--- src/rtl/opb_register_simulink2ppc_snap.sv ---
// OPB slave exposing a snapshot register of a fabric value to the processor.
// Captures user_data_in while armed; the processor reads DATA, CTRL and STATUS.
module opb_register_simulink2ppc_snap #(
    parameter logic [31:0] C_BASEADDR   = 32'h01100600,
    parameter logic [31:0] C_HIGHADDR   = 32'h011006FF,
    parameter int          C_OPB_AWIDTH = 32,
    parameter int          C_OPB_DWIDTH = 32,
    parameter string       C_FAMILY     = "virtex6"
) (
    input  logic        OPB_Clk,
    input  logic        OPB_Rst,
    input  logic [0:31] OPB_ABus,
    input  logic [0:3]  OPB_BE,
    input  logic [0:31] OPB_DBus,
    input  logic        OPB_RNW,
    input  logic        OPB_select,
    input  logic        OPB_seqAddr,
    output logic [0:31] Sl_DBus,
    output logic        Sl_xferAck,
    output logic        Sl_errAck,
    output logic        Sl_retry,
    output logic        Sl_toutSup,
    input  logic [31:0] user_data_in,
    input  logic        user_valid
);

    typedef enum logic {
        IDLE = 1'b0,
        ACK  = 1'b1
    } state_t;

    localparam logic [5:0] IDX_DATA   = 6'd0;
    localparam logic [5:0] IDX_CTRL   = 6'd1;
    localparam logic [5:0] IDX_STATUS = 6'd2;

    state_t      state_q, state_d;
    logic [31:0] shadow_q, shadow_d;
    logic [15:0] count_q, count_d;
    logic        valid_q, valid_d;
    logic        armed_q, armed_d;
    logic        cont_q, cont_d;
    logic [31:0] rdata_q, rdata_d;
    logic        wr_q, wr_d;
    logic        wr_arm_q, wr_arm_d;
    logic        wr_cont_q, wr_cont_d;
    logic        rdclr_q, rdclr_d;

    logic [31:0] addr;
    logic [31:0] off;
    logic [5:0]  idx;
    logic        in_range;
    logic        hit;
    logic        ack_edge;
    logic        capture;
    logic [31:0] reg_rd;

    assign addr     = OPB_ABus;
    assign off      = addr - C_BASEADDR;
    assign idx      = off[7:2];
    assign in_range = (addr >= C_BASEADDR) && (addr <= C_HIGHADDR);
    assign hit      = OPB_select && in_range && (state_q == IDLE);
    assign ack_edge = (state_q == ACK);
    assign capture  = armed_q && user_valid;

    always_comb begin
        reg_rd = 32'h0;
        unique case (idx)
            IDX_DATA:   reg_rd = shadow_q;
            IDX_CTRL:   reg_rd = {30'h0, cont_q, armed_q};
            IDX_STATUS: reg_rd = {count_q, 13'h0, cont_q, valid_q, armed_q};
            default:    reg_rd = 32'h0;
        endcase
    end

    always_comb begin
        state_d = state_q;
        unique case (state_q)
            IDLE:    state_d = hit ? ACK : IDLE;
            ACK:     state_d = IDLE;
            default: state_d = IDLE;
        endcase
    end

    // Transaction attributes are latched at the hit edge and applied at the ACK edge.
    always_comb begin
        rdata_d   = rdata_q;
        wr_d      = wr_q;
        wr_arm_d  = wr_arm_q;
        wr_cont_d = wr_cont_q;
        rdclr_d   = rdclr_q;
        if (hit) begin
            rdata_d   = reg_rd;
            wr_d      = !OPB_RNW && OPB_BE[3] && (idx == IDX_CTRL);
            wr_arm_d  = OPB_DBus[31];
            wr_cont_d = OPB_DBus[30];
            rdclr_d   = OPB_RNW && (idx == IDX_DATA);
        end else if (ack_edge) begin
            wr_d    = 1'b0;
            rdclr_d = 1'b0;
        end
    end

    // Capture beats a same-edge DATA read clear; a CTRL write beats capture's disarm.
    always_comb begin
        shadow_d = shadow_q;
        count_d  = count_q;
        valid_d  = valid_q;
        armed_d  = armed_q;
        cont_d   = cont_q;
        if (ack_edge && rdclr_q) begin
            valid_d = 1'b0;
        end
        if (capture) begin
            shadow_d = user_data_in;
            count_d  = count_q + 16'd1;
            valid_d  = 1'b1;
            if (!cont_q) begin
                armed_d = 1'b0;
            end
        end
        if (ack_edge && wr_q) begin
            armed_d = wr_arm_q;
            cont_d  = wr_cont_q;
        end
    end

    always_ff @(posedge OPB_Clk or posedge OPB_Rst) begin
        if (OPB_Rst) begin
            state_q   <= IDLE;
            shadow_q  <= 32'h0;
            count_q   <= 16'h0;
            valid_q   <= 1'b0;
            armed_q   <= 1'b0;
            cont_q    <= 1'b0;
            rdata_q   <= 32'h0;
            wr_q      <= 1'b0;
            wr_arm_q  <= 1'b0;
            wr_cont_q <= 1'b0;
            rdclr_q   <= 1'b0;
        end else begin
            state_q   <= state_d;
            shadow_q  <= shadow_d;
            count_q   <= count_d;
            valid_q   <= valid_d;
            armed_q   <= armed_d;
            cont_q    <= cont_d;
            rdata_q   <= rdata_d;
            wr_q      <= wr_d;
            wr_arm_q  <= wr_arm_d;
            wr_cont_q <= wr_cont_d;
            rdclr_q   <= rdclr_d;
        end
    end

    assign Sl_xferAck = ack_edge;
    assign Sl_DBus    = ack_edge ? rdata_q : 32'h0;
    assign Sl_errAck  = 1'b0;
    assign Sl_retry   = 1'b0;
    assign Sl_toutSup = 1'b0;

    logic unused_ok;
    assign unused_ok = ^{OPB_seqAddr, OPB_BE[0:2], OPB_DBus[0:29],
                         off[31:8], off[1:0], C_OPB_AWIDTH[0],
                         C_OPB_DWIDTH[0], C_FAMILY.len()};

endmodule

--- config.mk ---
export PLATFORM = sky130hd
export DESIGN_NAME = opb_register_simulink2ppc_snap
export DESIGN_NICKNAME = d
export VERILOG_FILES = /design/src/rtl/opb_register_simulink2ppc_snap.sv
export SDC_FILE = /design/constraint.sdc
export NUM_CORES = 1
export LEC_CHECK = 0
export ABC_AREA = 1
export ABC_CLOCK_PERIOD_IN_PS = 3100
export CAP_MARGIN = 20
export CORE_UTILIZATION = 27
export CTS_CLUSTER_SIZE = 12
export DETAILED_ROUTE_END_ITERATION = 7
export SYNTH_ARGS = -nofsm -noshare
export SYNTH_HDL_FRONTEND = slang
export SYNTH_SLANG_ARGS = --single-unit
--- constraint.sdc ---
create_clock -name OPB_Clk -period 3.1 [get_ports OPB_Clk]
set_clock_uncertainty 0.05 [all_clocks]
set_input_delay 0.62 -clock OPB_Clk [delete_from_list [all_inputs] [get_ports OPB_Clk]]
set_output_delay 0.62 -clock OPB_Clk [all_outputs]
set_load 0.02 [all_outputs]
# Yosys cells after proc, flatten, opt, wreduce, memory -nomap -nowiden
# Index checks and enable logic that the tools add are counted.
# W data, S select, Z words.
dict set report totals {
  out_inout_bits 36
  reg_bits 88
  elab_cells 46
}
dict set report classes {
  n_mux 12
  eq_ne 3
  magnitude_cmp 2
  add_sub_neg 2
  reduce_logical 15
  bitwise 1
}
# op n
set op_table {}
lappend op_table {{$pmux W32 S3} 1}
lappend op_table {{$ge A32 B25 Y1 const B} 1}
lappend op_table {{$le A32 B25 Y1 const B} 1}
lappend op_table {{$mux W32} 1}
lappend op_table {{$add A16 B1 Y16 const B} 1}
lappend op_table {{$logic_and A1 B1 Y1} 9}
lappend op_table {{$mux W1} 9}
lappend op_table {{$sub A8 B1 Y8 const B} 1}
lappend op_table {{$eq A6 B1 Y1 const B} 1}
lappend op_table {{$eq A6 B2 Y1 const B} 1}
lappend op_table {{$logic_not A6 Y1} 1}
lappend op_table {{$reduce_bool A2 Y1} 3}
lappend op_table {{$ne A2 B1 Y1 const B} 1}
lappend op_table {{$pmux W1 S2} 1}
lappend op_table {{$reduce_and A2 Y1} 1}
lappend op_table {{$logic_not A1 Y1} 1}
lappend op_table {{$not A1 Y1} 1}

# Depth between registers and ports, before layout
dict set report logic_depth {
  depth_word 6
  mapped_depth 10
}

# Worst setup path after synthesis
# Ideal clock, no wire load.
dict set report synth_timing {
  path_kind {register to output}
  start {register state_q, in the netlist Sl_xferAck}
  end {output port Sl_DBus[10] (netlist bit)}
  arrival_time_ps 1129
  stages_incl_launch_ff 5
  required_ps 2430
  slack_ps 1301
  path_cell_list {dfrtp_1 -> buf_2 -> clkbuf_1 -> nand2_1 -> inv_1}
}
dict set report synth_between {
  elab_chain_cells 1
}
# element line
set synth_lines {}
lappend synth_lines {{start: declaration} 36} ;# state_t state_q, state_d;
lappend synth_lines {{start signal: assignment} 141} ;# state_q <= state_d;
lappend synth_lines {{$mux W32} 156} ;# assign Sl_DBus = ack_edge ? rdata_q : 32'h0;
lappend synth_lines {{end: declaration} 18} ;# output logic [0:31] Sl_DBus,
# No other way between the ends.

# Final worst setup path
dict set report layout_timing {
  start {register state_q, in the netlist Sl_xferAck}
  end {output port Sl_DBus[30] (netlist bit)}
}
# Same word-level chain as after synthesis.

==> impl_metrics.env <==
export IMPL_final_common_cell="nand2_1"
export IMPL_rr_startpoint="Sl_xferAck"
export IMPL_status="finished, final reports clean"
export IMPL_swShare_pct=20.5
export IMPL_design_core_area_um2=15900
export IMPL_worst_pin_slew_ns=0.695
export IMPL_maxSlewHeadroom_pct=53.6
export IMPL_startpoint_type="register"
export IMPL_postCtsSetupBuffers=0
export IMPL_grt_pass1_wl_um=18500
export IMPL_start_util_pct=27.9
export IMPL_report_final_slew_viol_count=0
export IMPL_synth_top_area_cell="dfrtp_1"
export IMPL_p_seq_share_pct=47.2
export IMPL_cap_viol_max_count=0
export IMPL_grt_antenna_before_repair=0
export IMPL_power_density_nw_per_um2=408
export IMPL_grt_pass1_vias=3653
export IMPL_vias=3818
export IMPL_drtIter0Drc=170
export IMPL_grt_usage_pct=14.3
export IMPL_vias_per_cell=4.24
export IMPL_fin_area_um2=5970
export IMPL_setup_violations=0
export IMPL_yosys_top_cells_area="dfrtp_1 (50%), nand2_1 (16%), inv_1 (7.7%), nand3_1 (5.1%), o21ai_0 (4.8%)"
export IMPL_drc=0
export IMPL_dpl_hpwl_um=8110
export IMPL_synth_top_area_share_pct=49.6
export IMPL_syn2layout_area_growth_pct=34.3
export IMPL_synth_warnings=0
export IMPL_hold_viol=0
export IMPL_synth_distinct_cells=28
export IMPL_hp_class="register to register"
export IMPL_grt_max_degree=39
export IMPL_synthCells=584
export IMPL_placed_cell_area_um2=5660
export IMPL_wl_per_cell_um=12.4
export IMPL_finalSetupTns_ns=0
export IMPL_port_buffers=102
export IMPL_final_cell_mix="nand2_1 (186), clkdlybuf4s50_1 (102), inv_1 (90), dfrtp_1 (88), nand3_1 (45)"
export IMPL_root_buffer="clkbuf_16"
export IMPL_crit_slowest_cell="clkdlybuf4s50_1"
export IMPL_regToRegSetupSlack_ns=1.18
export IMPL_rr_worst_depth=5
export IMPL_grt_setup_unrepaired="false"
export IMPL_crit_path_end="Sl_DBus[30]"
export IMPL_internal_power_w=0.00194
export IMPL_clockPowerShare_pct=46.6
export IMPL_cts_resized=0
export IMPL_antenna_left=0
export IMPL_syn_cell_area_um2=4440
export IMPL_path_cells="buf_4 -> nand2_1 -> inv_1 -> clkdlybuf4s50_1"
export IMPL_post_layout_nonfiller_instances=900
export IMPL_reg2reg_to="rdata_q[17]"
export IMPL_gr_total_overflow=0
export IMPL_cts_tree="built"
export IMPL_path_max_fanout=16
export IMPL_endpoint_kind="output port"
export IMPL_ys_ff_latch=88
export IMPL_p_leak_nw=3.21
export IMPL_die_area_um2=17000
export IMPL_fmax_mhz=428
export IMPL_path_clk_slew_ns=0.06
export IMPL_crit_type="register to output port"
export IMPL_cp_arrival_ns=1.67
export IMPL_p_switching_w=0.000500
export IMPL_clock_sinks=88
export IMPL_routed_wl_um=11200
export IMPL_pwr_share_comb_pct=6.2
export IMPL_cp_startpoint="Sl_xferAck"
export IMPL_yosysSeqAreaShare_pct=49.6
export IMPL_place_gp_congestion=0.768
export IMPL_finalCritPeriodShare_pct=75.4
export IMPL_die_height_um=130
export IMPL_cts_buffer_depth=2
export IMPL_cts_buffers=9
export IMPL_die_w_um=130
export IMPL_rows=46
export IMPL_dr_pass1_iters=4
export IMPL_cts_max_level=3
export IMPL_ios=142
export IMPL_final_net_count=787
export IMPL_clk_latency_ns=0.34
export IMPL_n_antenna_cell=0
export IMPL_crit_path_max_incr_delay_ns=0.60
export IMPL_syn_avg_cell_area_um2=7.60
export IMPL_peakVddDrop_mv=0.264
export IMPL_period_minus_slack_ns=2.34
export IMPL_holdBufCountCts=0
export IMPL_critPathRequiredTime_ns=2.43
export IMPL_dp_cells=885
export IMPL_drive_gt1_share_pct=5.70
kinds of logic (layout without fill, tap and decap cells):
| family | Yosys count | after routing | share of synthesized area, % |
|---|---|---|---|
| AO/OA/AOI/OAI | 50 | 50 | 5.80 |
| XOR/XNOR | 10 | 10 | 1.97 |
| adder cells (fa/ha/maj) | 1 | 1 | 0.282 |
| buffers and inverters | 124 | 222 | 12.0 |
| flip-flops | 88 | 88 | 49.6 |
| multiplexers | 1 | 1 | 0.254 |
| other | 1 | 3 | 0.0844 |
| AND/OR/NAND/NOR | 309 | 309 | 30.0 |
power groups by stage:
stage	Combinational [W]	Sequential, W	Clock [W]
finish	0.000152	0.00115	0.00114
detailed placement	0.000155	0.00117	0
CTS	0.000155	0.00115	0.00116
global placement	0.000154	0.00117	0
global route	0.000168	0.00115	0.00119
floorplan	0.0000481	0.00117	0
cells in the mapped netlist:
cell type  count
o21ai_1        5
buf_1          1
inv_2          1
clkbuf_1       6
inv_1         91
mux2_2         1
nor2_2         6
conb_1         1
nand4_1       25
xor2_1         8
nand3b_1       1
nand3_2        1
buf_2         15
nor2_8         1
a32o_1         1
buf_6          3
nor2_1        40
dfrtp_1       88
nand2_1      186
o21a_1         1
ha_1           1
nand2_4        1
nand3_1       45
xnor2_1        2
buf_4          7
o21ai_0       43
nor3_1         2
nand2_2        1
through the flow:
stage / power [W] / util, % / hold slack, ns / setup slack [ns]
6_report: 0.00244 / 37.4 / 0.419 / 0.764
5_1_grt: 0.00251 / 37.4 / 0.435 / 0.638
4_1_cts: 0.00247 / 37.4 / 0.423 / 0.734
3_5_place_dp: 0.00132 / 35.5 / 0.408 / 0.602
3_3_place_gp: 0.00132 / 35.5 / 0.404 / 0.623
2_1_floorplan: 0.00122 / - / 0.388 / 0.151
state kept, by name (all words and copies together), names as in the netlist:
| register | count |
|---|---|
| rdclr_q | 1 |
| count_q | 16 |
| wr_arm_q | 1 |
| valid_q | 1 |
| wr_q | 1 |
| rdata_q | 32 |
| Sl_xferAck | 1 |
| armed_q | 1 |
| wr_cont_q | 1 |
| cont_q | 1 |
| shadow_q | 32 |
worst max-delay path: cells and delay by family (launching register included):
family	cells	cell delay (ns)
flops	1	0.34
simple gates	1	0.07
buf+inv	3	0.91
worst min-delay path by stage:
stage                            from           to  slack [ns]  depth (start not counted)
after CTS                 rdata_q[10]  rdata_q[10]        0.42                          2
final                     rdata_q[19]  rdata_q[19]        0.42                          2
after detailed placement  rdata_q[10]  rdata_q[10]        0.41                          2
after global routing       rdata_q[9]   rdata_q[9]        0.43                          2
after global placement      wr_cont_q    wr_cont_q        0.40                          2
after floorplan             wr_cont_q    wr_cont_q        0.39                          2
layout make-up:
cell class | instances | area (um2)
tap | 216 | 270
fill | 1683 | 9980
clock buffer | 11 | 233
multi-input combinational | 374 | 1710
inverter | 92 | 347
sequential | 88 | 2200
clock inverter | 4 | 70.1
timing repair buffer | 115 | 1130
per-layer routing:
metal,part of all wire (%),up-vias,track usage (%)
met1,45,1754,18.2
met4,1.5,0,5.54
met5,0,-,0
li1,-,1993,-
met3,4.1,12,2.67
met2,49,59,24.1
(Power assumes the default switching activity.)
